**src/rtl/ioexp_spi_pkg.sv**
```systemverilog
// Shared types and defaults for the I/O-expander SPI master.
package ioexp_spi_pkg;

    typedef enum logic [2:0] {
        StIdle,
        StSetup,
        StLow,
        StHigh,
        StHold,
        StDone
    } state_e;

    localparam int unsigned DEF_OUTBITS     = 7;
    localparam int unsigned DEF_INBITS      = 3;
    localparam int unsigned DEF_HALF_DIV    = 4;
    localparam int unsigned DEF_CE_SETUP    = 4;
    localparam int unsigned DEF_CE_HOLD     = 4;
    localparam int unsigned DEF_POLL_PERIOD = 1024;

    // Frame length covers whichever of the two words is wider.
    function automatic int unsigned nbits(input int unsigned a, input int unsigned b);
        return (a > b) ? a : b;
    endfunction

endpackage

```
**src/rtl/ioexp_sclk_tick.sv**
```systemverilog
// Loadable down-counter; tick is high while the count sits at zero.
module ioexp_sclk_tick #(
    parameter int unsigned W = 16
) (
    input  logic         clk,
    input  logic         reset,
    input  logic         load,
    input  logic [W-1:0] load_val,
    output logic         tick
);

    logic [W-1:0] cnt_q;

    always_ff @(posedge clk or posedge reset) begin
        if (reset) begin
            cnt_q <= '0;
        end else if (load) begin
            cnt_q <= load_val;
        end else if (cnt_q != '0) begin
            cnt_q <= cnt_q - 1'b1;
        end
    end

    assign tick = (cnt_q == '0);

endmodule

```
**src/rtl/ioexp_spi_master.sv**
```systemverilog
// SPI master for the 3-in/7-out I/O expander: shifts tx_data out MSB first, captures inputs.
// Optional IOEXP_AUTOPOLL_EN: re-sends the last accepted word every POLL_PERIOD idle cycles.
module ioexp_spi_master
    import ioexp_spi_pkg::*;
#(
    parameter int unsigned OUTBITS  = DEF_OUTBITS,
    parameter int unsigned INBITS   = DEF_INBITS,
    parameter int unsigned HALF_DIV = DEF_HALF_DIV,
    parameter int unsigned CE_SETUP = DEF_CE_SETUP,
    parameter int unsigned CE_HOLD  = DEF_CE_HOLD
`ifdef IOEXP_AUTOPOLL_EN
    ,
    parameter int unsigned POLL_PERIOD = DEF_POLL_PERIOD
`endif
) (
    input  logic               clk,
    input  logic               reset,
    input  logic               start,
    input  logic [OUTBITS-1:0] tx_data,
    output logic               busy,
    output logic               done,
    output logic [INBITS-1:0]  rx_data,
    output logic               sclk,
    output logic               ce_n,
    output logic               sin,
    input  logic               sout
);

    localparam int unsigned NBITS = nbits(OUTBITS, INBITS);
    localparam int unsigned BCW   = $clog2(NBITS + 1);
    localparam int unsigned CNTW  = 16;

    state_e              state_q, state_d;
    logic                cnt_load;
    logic [CNTW-1:0]     cnt_val;
    logic                tick;
    logic                go;
    logic [OUTBITS-1:0]  tx_src;
    logic [NBITS-1:0]    tx_load;
    logic [NBITS-1:0]    tx_sr;
    logic [INBITS-1:0]   rx_sr;
    logic [BCW-1:0]      bit_cnt;

`ifdef IOEXP_AUTOPOLL_EN
    localparam int unsigned PCW = $clog2(POLL_PERIOD + 1);
    logic [PCW-1:0]     poll_cnt;
    logic [OUTBITS-1:0] last_tx;
    logic               poll_hit;

    assign poll_hit = (state_q == StIdle) && (poll_cnt == PCW'(POLL_PERIOD - 1));
    assign go       = start | poll_hit;
    assign tx_src   = start ? tx_data : last_tx;

    // Counts idle cycles only; an explicit start wins over a poll on the same cycle.
    always_ff @(posedge clk or posedge reset) begin
        if (reset) begin
            poll_cnt <= '0;
            last_tx  <= '0;
        end else begin
            if (state_q == StIdle && start) last_tx <= tx_data;
            if (state_q == StDone) begin
                poll_cnt <= '0;
            end else if (state_q == StIdle && !poll_hit) begin
                poll_cnt <= poll_cnt + 1'b1;
            end
        end
    end
`else
    assign go     = start;
    assign tx_src = tx_data;
`endif

    assign tx_load = NBITS'(tx_src);

    ioexp_sclk_tick #(
        .W (CNTW)
    ) u_tick (
        .clk      (clk),
        .reset    (reset),
        .load     (cnt_load),
        .load_val (cnt_val),
        .tick     (tick)
    );

    always_comb begin
        state_d  = state_q;
        cnt_load = 1'b0;
        cnt_val  = '0;
        unique case (state_q)
            StIdle: if (go) begin
                state_d  = StSetup;
                cnt_load = 1'b1;
                cnt_val  = CNTW'(CE_SETUP - 1);
            end
            StSetup, StLow: if (tick) begin
                state_d  = (state_q == StSetup) ? StLow : StHigh;
                cnt_load = 1'b1;
                cnt_val  = CNTW'(HALF_DIV - 1);
            end
            StHigh: if (tick) begin
                cnt_load = 1'b1;
                if (bit_cnt == BCW'(NBITS)) begin
                    state_d = StHold;
                    cnt_val = CNTW'(CE_HOLD - 1);
                end else begin
                    state_d = StLow;
                    cnt_val = CNTW'(HALF_DIV - 1);
                end
            end
            StHold:  if (tick) state_d = StDone;
            StDone:  state_d = StIdle;
            default: state_d = StIdle;
        endcase
    end

    // Pin outputs are registered from the next state so they line up with state_q.
    always_ff @(posedge clk or posedge reset) begin
        if (reset) begin
            state_q <= StIdle;
            sclk    <= 1'b1;
            ce_n    <= 1'b1;
            sin     <= 1'b0;
            busy    <= 1'b0;
            done    <= 1'b0;
            rx_data <= '0;
            tx_sr   <= '0;
            rx_sr   <= '0;
            bit_cnt <= '0;
        end else begin
            state_q <= state_d;
            sclk    <= (state_d != StLow);
            ce_n    <= !(state_d inside {StSetup, StLow, StHigh, StHold});
            busy    <= (state_d != StIdle);
            done    <= (state_d == StDone);
            if (state_q == StIdle && go) begin
                tx_sr   <= tx_load;
                sin     <= tx_load[NBITS-1];
                rx_sr   <= '0;
                bit_cnt <= '0;
            end
            // Sample on the falling SCLK edge; expander updates sout on the rise.
            if (state_q != StLow && state_d == StLow) begin
                bit_cnt <= bit_cnt + 1'b1;
                if (bit_cnt < BCW'(INBITS)) rx_sr <= {sout, rx_sr[INBITS-1:1]};
            end
            if (state_q == StLow && state_d == StHigh) begin
                tx_sr <= tx_sr << 1;
                sin   <= tx_sr[NBITS-2];
            end
            if (state_d == StDone) rx_data <= rx_sr;
        end
    end

endmodule
```
**config.mk**
```make
export PLATFORM = sky130hd
export DESIGN_NAME = ioexp_spi_master
export DESIGN_NICKNAME = d
export VERILOG_FILES = /design/src/rtl/ioexp_spi_pkg.sv /design/src/rtl/ioexp_sclk_tick.sv /design/src/rtl/ioexp_spi_master.sv
export SDC_FILE = /design/constraint.sdc
export NUM_CORES = 1
export LEC_CHECK = 0
export ABC_AREA = 1
export CAP_MARGIN = 30
export CORE_MARGIN = 2
export CORE_UTILIZATION = 60
export DETAILED_ROUTE_END_ITERATION = 16
export PLACE_DENSITY = 0.79
export SLEW_MARGIN = 30
export SYNTH_ARGS = -nofsm -noshare
export SYNTH_HDL_FRONTEND = slang
export SYNTH_HIERARCHICAL = 1
export SYNTH_SLANG_ARGS = --single-unit
```
**constraint.sdc**
```tcl
create_clock -name clk -period 7.3 [get_ports clk]
set_input_delay 1.46 -clock clk [delete_from_list [all_inputs] [get_ports clk]]
set_output_delay 1.46 -clock clk [all_outputs]
set_load 0.03 [all_outputs]
```
==> impl_metrics.yaml, run 1 <==
hold_path:
  hold_class: "register to register"
routing:
  routed_wl_um: 4400
  antenna_left: 0
  via_per_inst: 4.88
  dr.pass1.iters: 4
  num_vias: 1884
  drt-wirelength-per-cell_um: 11.4
  drc: 0
  drt-initial-drc-count: 117
placed_design:
  hpwl_um: 3350
  pre_cts_ws_ns: 3.79
  gp_congestion: 0.800
  io_buffers: 18
  dpl_cell_area_mm2: 0.00263
pwr:
  ir_worst_vdd_v: 0.000222
  p_per_area_mw_per_mm2: 337
  internal-power_uw: 545
  comb_power_share_pct: 41.8
  p_switching_uw: 386
  seq_power_share_pct: 38.5
  p_total_uw: 931
  p_sw_share_pct: 41.5
  clockPowerShare_pct: 19.7
  p_leak_uw: 0.00143
timing:
  period_share_pct: 43.7
  slew_viol_final: 0
  slew_headroom_pct: 58.2
  max_slew.worst_pin.slew_ns: 0.626
  period_needed_ns: 3.19
  finalHoldViolCount: 0
  setup_ws_ns: 4.11
  tns_ns: 0
  skew_ns: 0.00810
  timing.hold.ws_ns: 0.494
  grt_setup_unrepaired: "no"
  fmax_mhz: 314
  finalSetupViolations: 0
clock_network:
  cts_setup_buffers: 0
  cts.hold.buffers_added: 0
  clk_path_buf_depth: 2
  clkTransAtPathRegs_ns: 0.08
  cts_sinks: 39
  cts-buffers-inserted: 5
  cts.repair.resized: 0
  clockRootBuffer: "clkbuf_8"
  cts_tree: "yes"
  clkLatencyLatePin_ns: 0.29
  h-tree-depth: 2
worst_setup_path:
  crit_path_top_delay_cell: "clkdlybuf4s50_1"
  worstPathCellList: "clkdlybuf4s50_1 -> inv_1 -> nor2_1 -> nand2_1 -> o31ai_2 -> buf_4 -> inv_1 -> or2_2 -> nand2_1 -> nor2_1"
  worstPathRequired_ns: 7.49
  start_kind: "primary input"
  path_delay_family: "buffers and inverters"
  cpPeakStageDelay_ns: 0.45
  cp_data_arrival_time_ns: 3.38
  criticalPathCategory: "primary input to register"
  end_kind: "register"
  crit_fanout: 22
  worst-path-buf-inv: 4
global_routing:
  grt_util_met2_pct: 41.4
  track_usage_pct: 23.1
  busiest_layer: "met2"
  grt_pass1_vias: 1805
  grtUsageMet1_pct: 25.9
  use_met3_pct: 5.41
  grt_pass1_wl_um: 7600
  overflow: 0
  antenna_found_initial: 0
  grt_max_degree: 24
logic_synthesis:
  ys_async_sr_fraction_pct: 100
  ys_warn_count: 6
  synthCells: 302
  synth-seq-cells: 39
  synth_edf_count: 0
  seq_area_frac_synth_pct: 41.5
  ys.flop_type: "dfrtp_1"
  avgSynthCellArea_um2: 7.81
  syn_area_mm2: 0.00236
  synth_cell_types: 33
floorplan:
  dieWidth_um: 66.7
  fp-row-count: 22
  core_mm2: 0.00372
  die_h_um: 66.7
  start_util_pct: 63.5
  ios: 19
  die_area_mm2: 0.00445
job:
  drv_cap: 0
layout:
  num-fill-cells: 304
  layout.cells.most_common_list: "nand2_1 (88), inv_1 (38), dfrtp_1 (37)"
  n_antenna_cell: 0
  final_common_cell: "nand2_1"
  area_delta_synth_final_pct: 17.1
  drive_gt1_share_pct: 15.4
  stdcell_area_mm2: 0.00276
  nNetsFinal: 351
run_status:
  outcome: "complete, no violations"
[path summary, 6_finish.rpt]
check / start / end / slack (ns) / depth (start not counted)
hold reg to reg: rx_data[2] / rx_data[2] / 0.49 / 2
setup / recovery: start / u_tick/cnt_q[10] / 4.11 / 10
min in group asynchronous: reset / sin / 1.42 / 2
hold / removal: rx_data[2] / rx_data[2] / 0.49 / 2
setup reg to reg: u_tick/cnt_q[0] / u_tick/cnt_q[10] / 4.46 / 13
max in group asynchronous: reset / u_tick/cnt_q[8] / 5.31 / 2
[cell families after synthesis]
family                     Yosys count  synth area share (%)
AOI/OAI and AO/OA                   27                  6.73
xor gates and xnor gates             5                  1.86
adders and majority gates            3                  1.59
buffers and inverters               46                  7.69
DFF                                 39                  41.5
other                                1                 0.159
and+or+nand+nor                    181                  40.5
[power by group through the flow]
stage	Clock (uW)	Combinational [uW]	Sequential, uW
global placement	0	380	361
global route	199	445	369
detailed placement	0	391	362
floorplan	0	301	365
finish	183	389	358
CTS	190	392	358
[cell type report]
cell class                      count  area (um^2)  share of cell area (%)
Multi-Input combinational cell    230         1250                    45.4
Clock buffer                        6         82.6                    2.99
Clock inverter                      2         35.0                    1.27
Sequential cell                    39          978                    35.4
Tap cell                           48         60.1                    2.17
Inverter                           41          154                    5.57
Timing Repair Buffer               20          199                    7.20
[worst register-to-register path, cell delays in order (launching register included)]
cell     delay (ns)
dfrtp_1        0.38
inv_1          0.14
ha_1           0.31
nand3_4        0.14
nor2_8         0.15
nand3_4        0.12
inv_1          0.20
inv_1          0.11
o31ai_2        0.21
buf_4          0.26
inv_1          0.25
or2_2          0.35
nand2_1        0.07
nor2_1         0.04
[sequential cells by signal (all words and copies together), names as in the netlist]
| name | count |
|---|---|
| rx_sr | 3 |
| done | 1 |
| rx_data | 3 |
| busy | 1 |
| ce_n | 1 |
| sin | 1 |
| state_q | 3 |
| bit_cnt | 3 |
| sclk | 1 |
| u_tick/cnt_q | 16 |
| tx_sr | 6 |
[stage by stage]
step	utilization (%)	cells
6_report	74.3	386
5_1_grt	74.3	386
4_1_cts	74.0	385
3_5_place_dp	70.9	377
3_3_place_gp	70.9	377
2_1_floorplan	-	315
[Yosys cell counts (2+ instances only)]
library cell  number  area [um^2]
dfstp_2            2         52.6
nand3_1           28          140
nand2_2            9         56.3
dfrtp_1           37          926
nor2_8             3         60.1
ha_1               3         37.5
o211ai_1           4         30.0
inv_2              2         7.51
inv_1             39          146
o21ai_0           10         50.1
a21oi_1            4         20.0
nand4_1            5         31.3
nand3_4            3         52.6
nor2_4             5         56.3
nand2_1           88          330
or2_2              3         18.8
buf_2              4         20.0
xnor2_1            2         17.5
o21bai_1           3         22.5
nor2_2             8         50.1
nand3_2            3         30.0
nor2_1            22         82.6
o21ai_1            3         15.0
xor2_1             3         26.3
[per-layer routing]
metal,share of wire [%],up-vias
met1,42,847
li1,-,1008
met2,54,21
met4,2.2,0
met5,0,-
met3,2.5,8
Power figures use the tool's default switching activity.
==> run 2, diff against run 1 <==
Settings changed: CORE_UTILIZATION 60 to 58, PLACE_DENSITY 0.79 to 0.77.
Clock period 7.3 ns to 3.28 ns, I/O delays scaled along.
==> impl_metrics.yaml, run 2 (same netlist as run 1, synthesis figures left out) <==
clock_network:
  clockRootBuffer: "clkbuf_8"
  cts.repair.resized: 0
  cts_tree: "yes"
  clk_path_buf_depth: 2
  clkTransAtPathRegs_ns: 0.07
  cts_setup_buffers: 0
  clkLatencyLatePin_ns: 0.29
  cts_sinks: 39
  cts-buffers-inserted: 5
  cts.hold.buffers_added: 0
  h-tree-depth: 2
worst_setup_path:
  cp-startpoint: "u_tick/cnt_q[0]"
  criticalPathCategory: "register to register"
  end_kind: "register"
  timing.rr.start: "u_tick/cnt_q[0]"
  start_kind: "register"
  endpoint: "u_tick/cnt_q[12]"
  ff2ff_setup_slack_ns: 0.75
  r2r_cells: 12
  worstPathRequired_ns: 3.47
  cp_data_arrival_time_ns: 2.72
  regToRegEndpoint: "u_tick/cnt_q[12]"
  crit_fanout: 15
timing:
  timing.hold.ws_ns: 0.490
  slew_viol_final: 0
  grt_setup_unrepaired: "no"
  period_share_pct: 77.3
  slew_headroom_pct: 58.7
  fmax_mhz: 395
  max_slew.worst_pin.slew_ns: 0.618
  skew_ns: 0.00510
  period_needed_ns: 2.53
  tns_ns: 0
  finalSetupViolations: 0
  setup_ws_ns: 0.746
  finalHoldViolCount: 0
routing:
  drt-initial-drc-count: 98
  drt-wirelength-per-cell_um: 11.2
  routed_wl_um: 4330
  antenna_left: 0
  drc: 0
  num_vias: 1860
  dr.pass1.iters: 4
  via_per_inst: 4.81
layout:
  n_antenna_cell: 0
  top_register: "u_tick/cnt_q"
  largest_register_ffs: 16
  final_common_cell: "nand2_1"
  reg_top3: "u_tick/cnt_q x16, tx_sr x6"
  nNetsFinal: 350
  final_core_util_pct: 68.9
  area_delta_synth_final_pct: 16.0
  stdcell_area_mm2: 0.00274
  drive_gt1_share_pct: 15.1
  multi_input_area_mm2: 0.00125
  num-fill-cells: 325
  regArea_um2: 978
  layout.cells.most_common_list: "nand2_1 (88), inv_1 (38), dfrtp_1 (37)"
hold_path:
  hold_class: "register to register"
  min_from: "rx_data[1]"
global_routing:
  grt_max_degree: 24
  grt_pass1_vias: 1666
  antenna_found_initial: 0
  grt_pass1_wl_um: 7350
  track_usage_pct: 21.5
  overflow: 0
run_status:
  outcome: "complete, no violations"
placed_design:
  pre_cts_ws_ns: 0.750
  hpwl_um: 3240
  dpl_cell_area_mm2: 0.00264
  io_buffers: 18
  gp_congestion: 0.793
floorplan:
  core_mm2: 0.00397
  dieWidth_um: 67.8
  start_util_pct: 59.4
  die_area_mm2: 0.00459
  ios: 19
  die_h_um: 67.8
  fp-row-count: 23
pwr:
  ir_worst_vdd_v: 0.000355
  p_per_area_mw_per_mm2: 737
  p_leak_uw: 0.00142
job:
  drv_cap: 0
==> run 2: worst min-delay path by stage <==
| stage | to | depth (start not counted) |
|---|---|---|
| 2_1_floorplan | tx_sr[1] | 2 |
| 3_3_place_gp | rx_data[2] | 2 |
| 3_5_place_dp | rx_data[2] | 2 |
| 4_1_cts | rx_data[2] | 2 |
| 5_1_grt | tx_sr[1] | 2 |
| 6_report | rx_data[1] | 2 |
==> run 2: layer usage <==
layer	GRT usage [%]	up-vias	share of wire, %	wire, um
li1	-	1000	-	-
met1	28.3	834	48	2060
met2	35.5	20	49	2120
met3	4.67	6	2.3	99
met4	6.50	0	1.2	54
met5	0	-	0	0
==> run 2: through the flow <==
| step | std cells | total power [uW] |
|---|---|---|
| floorplan | 315 | 1480 |
| CTS | 387 | 2030 |
| global route | 387 | 2180 |
| detailed placement | 379 | 1670 |
| finish | 387 | 2020 |
| global placement | 379 | 1650 |
==> run 2: critical path: stages, from the launching register on <==
cell and delay, ns:
dfrtp_1 0.37, inv_1 0.12, ha_1 0.29, nand3_4 0.13, nor2_8 0.13, nand3_4 0.11
inv_1 0.19, inv_1 0.11, o31ai_2 0.25, inv_1 0.26, or2_2 0.35, nand2_1 0.07
nor2_1 0.04
==> run 2: final cells by class <==
cell class	count	area share [%]
Clock buffer	8	3.66
Inverter	41	5.62
Multi-Input combinational cell	230	45.8
Sequential cell	39	35.8
Tap cell	50	2.29
Timing Repair Buffer	19	6.86
==> run 2: where the power goes <==
group	internal, uW	switching, uW	total [uW]
clock network	192	162	354
registers	647	153	800
logic	319	545	864
